**config.mk**
```make
export PLATFORM = sky130hd
export DESIGN_NAME = wash_sequencer_flat
export DESIGN_NICKNAME = d
export VERILOG_FILES = /design/src/rtl/wash_sequencer_if.sv /design/src/rtl/wash_sequencer.sv /design/src/flat_wrapper.sv
export SDC_FILE = /design/constraint.sdc
export NUM_CORES = 1
export LEC_CHECK = 0
export ABC_AREA = 0
export ABC_CLOCK_PERIOD_IN_PS = 2550
export CORE_MARGIN = 4
export CORE_UTILIZATION = 40
export CTS_CLUSTER_DIAMETER = 50
export DETAILED_ROUTE_END_ITERATION = 8
export DONT_BUFFER_PORTS = 1
export SKIP_CTS_REPAIR_TIMING = 1
export SLEW_MARGIN = 20
export SYNTH_ARGS = -nofsm -noshare
export SYNTH_HDL_FRONTEND = slang
export SYNTH_SLANG_ARGS = --single-unit
```
**constraint.sdc**
```tcl
create_clock -name clk -period 2.55 [get_ports clk]
set_clock_uncertainty 0.15 [all_clocks]
set_input_delay 0.51 -clock clk [delete_from_list [all_inputs] [get_ports clk]]
set_output_delay 0.51 -clock clk [all_outputs]
set_load 0.03 [all_outputs]
```
**src/rtl/wash_sequencer_if.sv**
```systemverilog
// rtl/wash_sequencer_if.sv - sensor, timer and actuator bundle of the wash sequencer
interface wash_sequencer_if;
    logic       start;
    logic       abort;
    logic       water_full;
    logic       water_empty;
    logic       timer_irq;
    logic [7:0] timer_set;
    logic       timer_load;
    logic       valve_in;
    logic       pump_out;
    logic       motor_on;
    logic       motor_fast;
    logic [2:0] phase;
    logic [1:0] pass;
    logic       done;
    logic       fault;

    modport master (
        input  start, abort, water_full, water_empty, timer_irq,
        output timer_set, timer_load, valve_in, pump_out, motor_on, motor_fast,
               phase, pass, done, fault
    );

    modport slave (
        output start, abort, water_full, water_empty, timer_irq,
        input  timer_set, timer_load, valve_in, pump_out, motor_on, motor_fast,
               phase, pass, done, fault
    );
endinterface

```
**src/rtl/wash_sequencer.sv**
```systemverilog
// rtl/wash_sequencer.sv - FILL/WASH/DRAIN x (1+RINSES) then SPIN programme controller
module wash_sequencer #(
    parameter int unsigned FILL_TMO  = 200,
    parameter int unsigned WASH_T    = 150,
    parameter int unsigned DRAIN_TMO = 200,
    parameter int unsigned SPIN_T    = 100,
    parameter int unsigned RINSES    = 1
) (
    input logic              clk,
    input logic              rst,
    wash_sequencer_if.master bus
);
    localparam logic [2:0] S_IDLE  = 3'd0;
    localparam logic [2:0] S_FILL  = 3'd1;
    localparam logic [2:0] S_WASH  = 3'd2;
    localparam logic [2:0] S_DRAIN = 3'd3;
    localparam logic [2:0] S_SPIN  = 3'd4;
    localparam logic [2:0] S_FAULT = 3'd7;

    localparam logic [7:0] FILL_TMO_L  = 8'(FILL_TMO);
    localparam logic [7:0] WASH_T_L    = 8'(WASH_T);
    localparam logic [7:0] DRAIN_TMO_L = 8'(DRAIN_TMO);
    localparam logic [7:0] SPIN_T_L    = 8'(SPIN_T);
    localparam logic [1:0] RINSES_L    = 2'(RINSES);

    logic [2:0] state_q, state_d;
    logic       armed_q, armed_d;
    logic       load_q, load_d;
    logic [7:0] set_q, set_d;
    logic [1:0] pass_q, pass_d;
    logic       done_q, done_d;
    logic       enter;
    logic       timed;

    assign timed = (state_q == S_FILL) || (state_q == S_WASH) ||
                   (state_q == S_DRAIN) || (state_q == S_SPIN);

    always_comb begin
        state_d = state_q;
        pass_d  = pass_q;
        done_d  = 1'b0;
        enter   = 1'b0;
        // abort outranks every sensor and timer event
        if (bus.abort && (state_q != S_IDLE)) begin
            state_d = S_IDLE;
            pass_d  = 2'd0;
        end else begin
            case (state_q)
                S_IDLE: begin
                    if (bus.start && !bus.abort) begin
                        state_d = S_FILL;
                        pass_d  = 2'd0;
                        enter   = 1'b1;
                    end
                end
                S_FILL: begin
                    if (armed_q && bus.water_full) begin
                        state_d = S_WASH;
                        enter   = 1'b1;
                    end else if (armed_q && bus.timer_irq) begin
                        state_d = S_FAULT;
                    end
                end
                S_WASH: begin
                    if (armed_q && bus.timer_irq) begin
                        state_d = S_DRAIN;
                        enter   = 1'b1;
                    end
                end
                S_DRAIN: begin
                    if (armed_q && bus.water_empty) begin
                        enter = 1'b1;
                        if (pass_q == RINSES_L) begin
                            state_d = S_SPIN;
                        end else begin
                            state_d = S_FILL;
                            pass_d  = pass_q + 2'd1;
                        end
                    end else if (armed_q && bus.timer_irq) begin
                        state_d = S_FAULT;
                    end
                end
                S_SPIN: begin
                    if (armed_q && bus.timer_irq) begin
                        state_d = S_IDLE;
                        pass_d  = 2'd0;
                        done_d  = 1'b1;
                    end
                end
                S_FAULT: begin
                    state_d = S_FAULT;
                end
                default: begin
                    state_d = S_IDLE;
                    pass_d  = 2'd0;
                end
            endcase
        end

        // the load cycle still sees the timer's stale count, so arm one cycle later
        load_d  = enter;
        armed_d = timed && !enter && (state_d == state_q);
        set_d   = 8'd0;
        if (enter) begin
            case (state_d)
                S_FILL:  set_d = FILL_TMO_L;
                S_WASH:  set_d = WASH_T_L;
                S_DRAIN: set_d = DRAIN_TMO_L;
                S_SPIN:  set_d = SPIN_T_L;
                default: set_d = 8'd0;
            endcase
        end
    end

    always_ff @(posedge clk or posedge rst) begin
        if (rst) begin
            state_q <= S_IDLE;
            armed_q <= 1'b0;
            load_q  <= 1'b0;
            set_q   <= 8'd0;
            pass_q  <= 2'd0;
            done_q  <= 1'b0;
        end else begin
            state_q <= state_d;
            armed_q <= armed_d;
            load_q  <= load_d;
            set_q   <= set_d;
            pass_q  <= pass_d;
            done_q  <= done_d;
        end
    end

    // actuators decode the state register so an async reset drops them at once
    assign bus.phase      = state_q;
    assign bus.valve_in   = (state_q == S_FILL);
    assign bus.pump_out   = (state_q == S_DRAIN) || (state_q == S_SPIN);
    assign bus.motor_on   = (state_q == S_WASH) || (state_q == S_SPIN);
    assign bus.motor_fast = (state_q == S_SPIN);
    assign bus.fault      = (state_q == S_FAULT);
    assign bus.timer_load = load_q;
    assign bus.timer_set  = set_q;
    assign bus.pass       = pass_q;
    assign bus.done       = done_q;
endmodule
```
**src/flat_wrapper.sv**
```systemverilog
// flat-port wrapper written by rule: the top's interface ports become plain ports
module wash_sequencer_flat 
#(
    parameter int unsigned FILL_TMO  = 200,
    parameter int unsigned WASH_T    = 150,
    parameter int unsigned DRAIN_TMO = 200,
    parameter int unsigned SPIN_T    = 100,
    parameter int unsigned RINSES    = 1
)
  (clk, rst, bus_start, bus_abort, bus_water_full, bus_water_empty, bus_timer_irq, bus_timer_set, bus_timer_load, bus_valve_in, bus_pump_out, bus_motor_on, bus_motor_fast, bus_phase, bus_pass, bus_done, bus_fault);
  wash_sequencer_if bus_i ();
  input logic clk;
  input logic rst;
  input wire logic [$bits(bus_i.start)-1:0] bus_start;
  input wire logic [$bits(bus_i.abort)-1:0] bus_abort;
  input wire logic [$bits(bus_i.water_full)-1:0] bus_water_full;
  input wire logic [$bits(bus_i.water_empty)-1:0] bus_water_empty;
  input wire logic [$bits(bus_i.timer_irq)-1:0] bus_timer_irq;
  output wire logic [$bits(bus_i.timer_set)-1:0] bus_timer_set;
  output wire logic [$bits(bus_i.timer_load)-1:0] bus_timer_load;
  output wire logic [$bits(bus_i.valve_in)-1:0] bus_valve_in;
  output wire logic [$bits(bus_i.pump_out)-1:0] bus_pump_out;
  output wire logic [$bits(bus_i.motor_on)-1:0] bus_motor_on;
  output wire logic [$bits(bus_i.motor_fast)-1:0] bus_motor_fast;
  output wire logic [$bits(bus_i.phase)-1:0] bus_phase;
  output wire logic [$bits(bus_i.pass)-1:0] bus_pass;
  output wire logic [$bits(bus_i.done)-1:0] bus_done;
  output wire logic [$bits(bus_i.fault)-1:0] bus_fault;
  assign bus_i.start = bus_start;
  assign bus_i.abort = bus_abort;
  assign bus_i.water_full = bus_water_full;
  assign bus_i.water_empty = bus_water_empty;
  assign bus_i.timer_irq = bus_timer_irq;
  assign bus_timer_set = bus_i.timer_set;
  assign bus_timer_load = bus_i.timer_load;
  assign bus_valve_in = bus_i.valve_in;
  assign bus_pump_out = bus_i.pump_out;
  assign bus_motor_on = bus_i.motor_on;
  assign bus_motor_fast = bus_i.motor_fast;
  assign bus_phase = bus_i.phase;
  assign bus_pass = bus_i.pass;
  assign bus_done = bus_i.done;
  assign bus_fault = bus_i.fault;
  wash_sequencer #(.FILL_TMO(FILL_TMO), .WASH_T(WASH_T), .DRAIN_TMO(DRAIN_TMO), .SPIN_T(SPIN_T), .RINSES(RINSES)) u_core (.clk(clk), .rst(rst), .bus(bus_i));
endmodule
```
Yosys cells after proc, flatten, opt, wreduce, memory -nomap -nowiden

Index checks and enable logic that the tools add are counted.

Add/sub/neg operators: 1
Eq/ne operators: 16
Multiplexer cells: 25
Reductions and logical operators: 19

Operator list:

| kind                                                                     | count |
|---|---|
| 3-bit two-way mux                                                        | 8 |
| 8-bit one-hot mux with 3 select lines                                    | 1 |
| 3-bit one-hot mux with 6 select lines                                    | 1 |
| 3-bit by 2-bit equality test with 1-bit output (second input constant)   | 4 |
| 2-bit two-way mux                                                        | 5 |
| 3-bit equality test (second input constant)                              | 3 |
| 8-bit two-way mux                                                        | 1 |
| 2-bit one-hot mux with 4 select lines                                    | 1 |
| 1-bit logical AND                                                        | 7 |
| 1-bit two-way mux                                                        | 7 |
| 3-bit by 1-bit equality test with 1-bit output (second input constant)   | 2 |
| 3-bit by 1-bit inequality test with 1-bit output (second input constant) | 2 |
| 3-bit inequality test (second input constant)                            | 2 |
| 1-bit logical OR                                                         | 5 |
| 5-bit AND reduction                                                      | 1 |
| 1-bit one-hot mux with 4 select lines                                    | 1 |
| 3-bit equality test                                                      | 1 |
| 3-bit zero test                                                          | 1 |
| 3-bit nonzero test                                                       | 1 |
| 3-bit OR reduction                                                       | 1 |
| 2-bit by 1-bit adder with 2-bit output (second input constant)           | 1 |
| 2-bit by 1-bit equality test with 1-bit output (second input constant)   | 1 |
| 1-bit zero test                                                          | 2 |
| 2-bit by 1-bit inequality test with 1-bit output (second input constant) | 1 |
| 2-bit OR reduction                                                       | 1 |

Bits in registers: 16
Bits of input ports: 7
Output and inout port bits: 20
Logic and storage cells: 67

Logic depth before layout (Yosys ltp)

Depth in word-level cells: 9
Mapped depth: 7
Mapped depth without buffers: 7

Worst setup path after synthesis

No wires, ideal clock.

Kind: register -> register
Start: register u_core.state_q[0], in the netlist u_core.bus.phase[0]
End: register u_core.armed_q
Setup time: 101 ps
Data arrival time: 2,518 ps
Data required time: 2,299 ps
Setup slack: -219 ps
Cell stages (with the launch flop): 7
Buffers on the path: 1
Clock period less this slack: 2,769 ps
Path through: dfrtp_1 > buf_2 > nor3b_1 > a22oi_1 > a21boi_4 > mux2_1 > nor4_1

Elaborated cells between the ends (all ways): 25
Classes of those cells: eq/ne (6); mux (10); reduce/logical (9)

RTL lines:

| what                                           | RTL line              | text |
|---|---|---|
| from (decl)                                    | wash_sequencer.sv:26  | `logic [2:0] state_q, state_d;` |
| from (signal assigned)                         | wash_sequencer.sv:124 | `state_q <= state_d;` |
| 3-bit by 1-bit equality test with 1-bit output | --                    |  |
| via bus_valve_in                               | flat_wrapper.sv:21    | `output wire logic [$bits(bus_i.valve_in)-1:0] bus_valve_in;` |
| 3-bit one-hot mux with 6 select lines          | wash_sequencer.sv:48  | `case (state_q)` |
| 3-bit two-way mux                              | wash_sequencer.sv:44  | `if (bus.abort && (state_q != S_IDLE)) begin` |
| via u_core.state_d[0]                          | wash_sequencer.sv:26  |  |
| 3-bit equality test                            | wash_sequencer.sv:102 | `armed_d = timed && !enter && (state_d == state_q);` |
| 1-bit logical AND                              | wash_sequencer.sv:102 |  |
| via u_core.armed_d                             | wash_sequencer.sv:27  | `logic armed_q, armed_d;` |
| to (signal assigned)                           | wash_sequencer.sv:125 | `armed_q <= armed_d;` |
| to (decl)                                      | wash_sequencer.sv:27  |  |

The timed path passes the listed nets, and every way through them passes these cells.
A chain may end at the register's enable or synchronous reset.

Worst setup path in the final report

Start: register u_core.state_q[2], in the netlist u_core.bus.phase[2]
End: output bus_fault

Longest elaborated chain between the ends: 1

Ends and longest elaborated chain:

| what                | RTL line              | text |
|---|---|---|
| 3-bit equality test | wash_sequencer.sv:139 | `assign bus.fault = (state_q == S_FAULT);` |
| to (decl)           | flat_wrapper.sv:28    | `output wire logic [$bits(bus_i.fault)-1:0] bus_fault;` |

Every way passes these cells.

==> impl_metrics.json <==
{
  "outcome": "finished with violations",
  "violations": "hold timing",
  "required_ns": 1.89,
  "rows": 17,
  "grt_usage": 0.1466,
  "die-area_mm2": 0.003112,
  "syn_area_um2": 913.4,
  "hp-class": "in2async",
  "synthArstFlopShare": 1.000,
  "place_hpwl_um": 1566,
  "crit_chain": "buf_4, nand2_1, inv_1",
  "synth_seq_area_share": 0.3836,
  "synth_cells": 108,
  "antenna_found_initial": 0,
  "grt_pass1_vias": 719,
  "fin_setup_tns_ns": 0,
  "holdWs_ns": -0.0002300,
  "io-pin-count": 27,
  "final_util": 0.4460,
  "rsz0062_at_grt": "false",
  "drtIter0Drc": 16,
  "synth-edff-count": 0,
  "start_kind": "flop",
  "cts_buffers": 3,
  "p_leak_nw": 0.4769,
  "fmax_mhz": 441.7,
  "drv_slew": 0,
  "ys.warnings.count": 0,
  "cts_sinks": 14,
  "grt_max_degree": 22,
  "r2r-end": "u_core.armed_q",
  "slowest_stage": "dfrtp_1",
  "start_util": 0.4169,
  "ys_ff_latch": 14,
  "layout_min_cycle_time_ns": 2.264,
  "route.detailed.drc": 0,
  "io_buffers": 0,
  "nFillCells": 212,
  "dr_total_vias": 750,
  "dieHeight_um": 55.79,
  "ir_worst_vdd_mv": 0.4088,
  "area_growth_pct": 6.986,
  "cts_tree": "yes",
  "power.density_mw_per_mm2": 846.6,
  "root_buffer": "clkbuf_4",
  "worst_slew_pin_slew_ns": 0.6212,
  "dieWidth_um": 55.79,
  "ys.flop_type": "dfrtp_1",
  "r2r-start": "u_core.bus.phase[0]",
  "antenna_cells": 0,
  "coreArea_mm2": 0.002191,
  "yosys.area.top_type": "dfrtp_1",
  "arrival_ns": 1.60,
  "finalNetCount": 119,
  "synthDistinctLibCells": 40,
  "post_synth.cell_area_avg_um2": 8.457,
  "reg2reg_depth": 5,
  "cp_max_fo": 21,
  "crit_path_end_kind": "output pin",
  "ys_top_cells_by_area": "dfrtp_1 (38%), nand2_1 (4.1%), inv_1 (3.7%)",
  "ant_nets": 0,
  "slew_headroom": 0.5858,
  "finalCritPeriodShare": 0.8878,
  "insertion_delay_ns": 0.27,
  "setup_viol": 0,
  "syn_nets": 116,
  "drv_cap": 0,
  "post_drt_wl_per_cell_um": 15.15,
  "grt_pass1_wl_um": 3608,
  "finalHoldViolCount": 1,
  "dr.pass1.iters": 4,
  "r2r_slack_ns": 0.39,
  "vias_per_cell": 5.474,
  "path_class": "reg2out",
  "slowest_delay_ns": 0.74,
  "yosysTopAreaCellShare": 0.3836,
  "detail_route.wirelength_um": 2075,
  "drive_gt1_frac": 0.1376,
  "clk_pin_slew_ns": 0.07,
  "place.gp.congestion": 0.8081,
  "overflow": 0,
  "htree_num_levels": 1,
  "cts_buffer_depth": 2
}
==> synthesized netlist by cell type (3+ instances only) <==
| cell | instances |
|---|---|
| buf_2 | 5 |
| nor2_1 | 9 |
| a31oi_1 | 3 |
| o21ai_0 | 3 |
| mux2i_1 | 3 |
| nand2b_1 | 3 |
| nand2_1 | 10 |
| nand3_1 | 3 |
| a21oi_1 | 4 |
| dfrtp_1 | 14 |
| inv_1 | 9 |
| nor3_1 | 3 |
==> per-stage QoR <==
| stage | setup WS, ns | instances | hold WS (ns) | total power, W | cell area, um2 |
|---|---|---|---|---|---|
| after floorplan | 0.1926 | 108 | 0.2492 | 0.0006393 | 918.4 |
| after global placement | 0.4597 | 134 | 0.3045 | 0.0007174 | 954.7 |
| after detailed placement | 0.3634 | 134 | 0.3099 | 0.0007181 | 954.7 |
| after CTS | 0.3020 | 137 | 0.01068 | 0.0008353 | 977.2 |
| after global routing | 0.1141 | 137 | 0.03750 | 0.0008947 | 977.2 |
| final | 0.2860 | 137 | -0.0002300 | 0.0008273 | 977.2 |
==> critical path, delay by kind of cell (launching register included) <==
| kind | cells | cell delay (ns) |
|---|---|---|
| buffers and inverters | 2 | 0.50 |
| DFF | 1 | 0.74 |
| and+or+nand+nor | 1 | 0.09 |
==> layer usage <==
layer  global-route usage  vias up  share of wire
met5                    0        -              0
met4              0.03125        0         0.0063
met3              0.05336        2          0.078
met2               0.2314       31           0.50
met1               0.1919      344           0.41
li1                     -      373              -
==> placed cells by master (no fill, tap or decap), types with 2 or more instances in the layout <==
cell,netlist,routed
nand2_1,10,10
nand3b_1,2,2
nor2_1,9,9
nand4b_1,2,2
a211oi_1,2,2
buf_4,2,8
a21oi_1,4,4
or2_2,2,2
o21a_1,2,2
and2_1,2,2
o22ai_1,2,2
nand2b_1,3,3
nor3_1,3,3
and3b_1,2,2
mux2i_1,3,3
inv_1,9,9
a31oi_1,3,3
o21ai_0,3,3
o21ai_1,2,2
clkbuf_4,0,3
a22oi_1,2,2
dfrtp_1,14,14
nand3_1,3,3
==> power by group <==
group | total [W] | internal, W | switching, W
sequential | 0.000347 | 0.000254 | 0.0000937
clock | 0.000116 | 0.0000547 | 0.0000618
combinational | 0.000363 | 0.000156 | 0.000208
total | 0.000827 | 0.000464 | 0.000363
==> cell families (layout without fill, tap and decap cells) <==
| kind of cell | after synthesis | count (layout) | synth area share |
|---|---|---|---|
| compound gates | 23 | 23 | 0.1740 |
| other cells | 1 | 1 | 0.004106 |
| mux | 4 | 4 | 0.04521 |
| fa+ha+maj | 1 | 1 | 0.01370 |
| flops | 14 | 14 | 0.3836 |
| xor+xnor | 2 | 2 | 0.01918 |
| simple gates | 44 | 44 | 0.2589 |
| buf+inv | 19 | 20 | 0.1013 |
==> worst max path at each step <==
| stage | to | cells past startpoint | slack (ns) | start |
|---|---|---|---|---|
| after global placement | u_core.armed_q | 5 | 0.46 | bus_abort |
| after floorplan | u_core.armed_q | 6 | 0.19 | u_core.bus.phase[0] |
| final | bus_fault | 3 | 0.29 | u_core.bus.phase[2] |
| after detailed placement | u_core.armed_q | 5 | 0.36 | bus_abort |
| after CTS | bus_fault | 3 | 0.30 | u_core.bus.phase[2] |
| after global routing | bus_pump_out | 4 | 0.11 | u_core.bus.phase[0] |
==> state kept, by name, summed over array words and instances (netlist names) <==
signal and count:
u_core.bus.timer_set 6, u_core.armed_q 1, u_core.bus.pass 2, u_core.bus.phase 3, u_core.bus.timer_load 1, u_core.bus.done 1
==> area by class of cell <==
class | instances | area (um2) | share of cell area
flip-flops and latches | 14 | 350.3 | 0.3585
clock buffers | 3 | 22.52 | 0.02305
well taps | 28 | 35.03 | 0.03585
multi-input cells | 75 | 475.5 | 0.4866
inverters | 9 | 33.78 | 0.03457
repair buffers | 8 | 60.06 | 0.06146
Note: power is estimated with default switching activity, not from simulation.
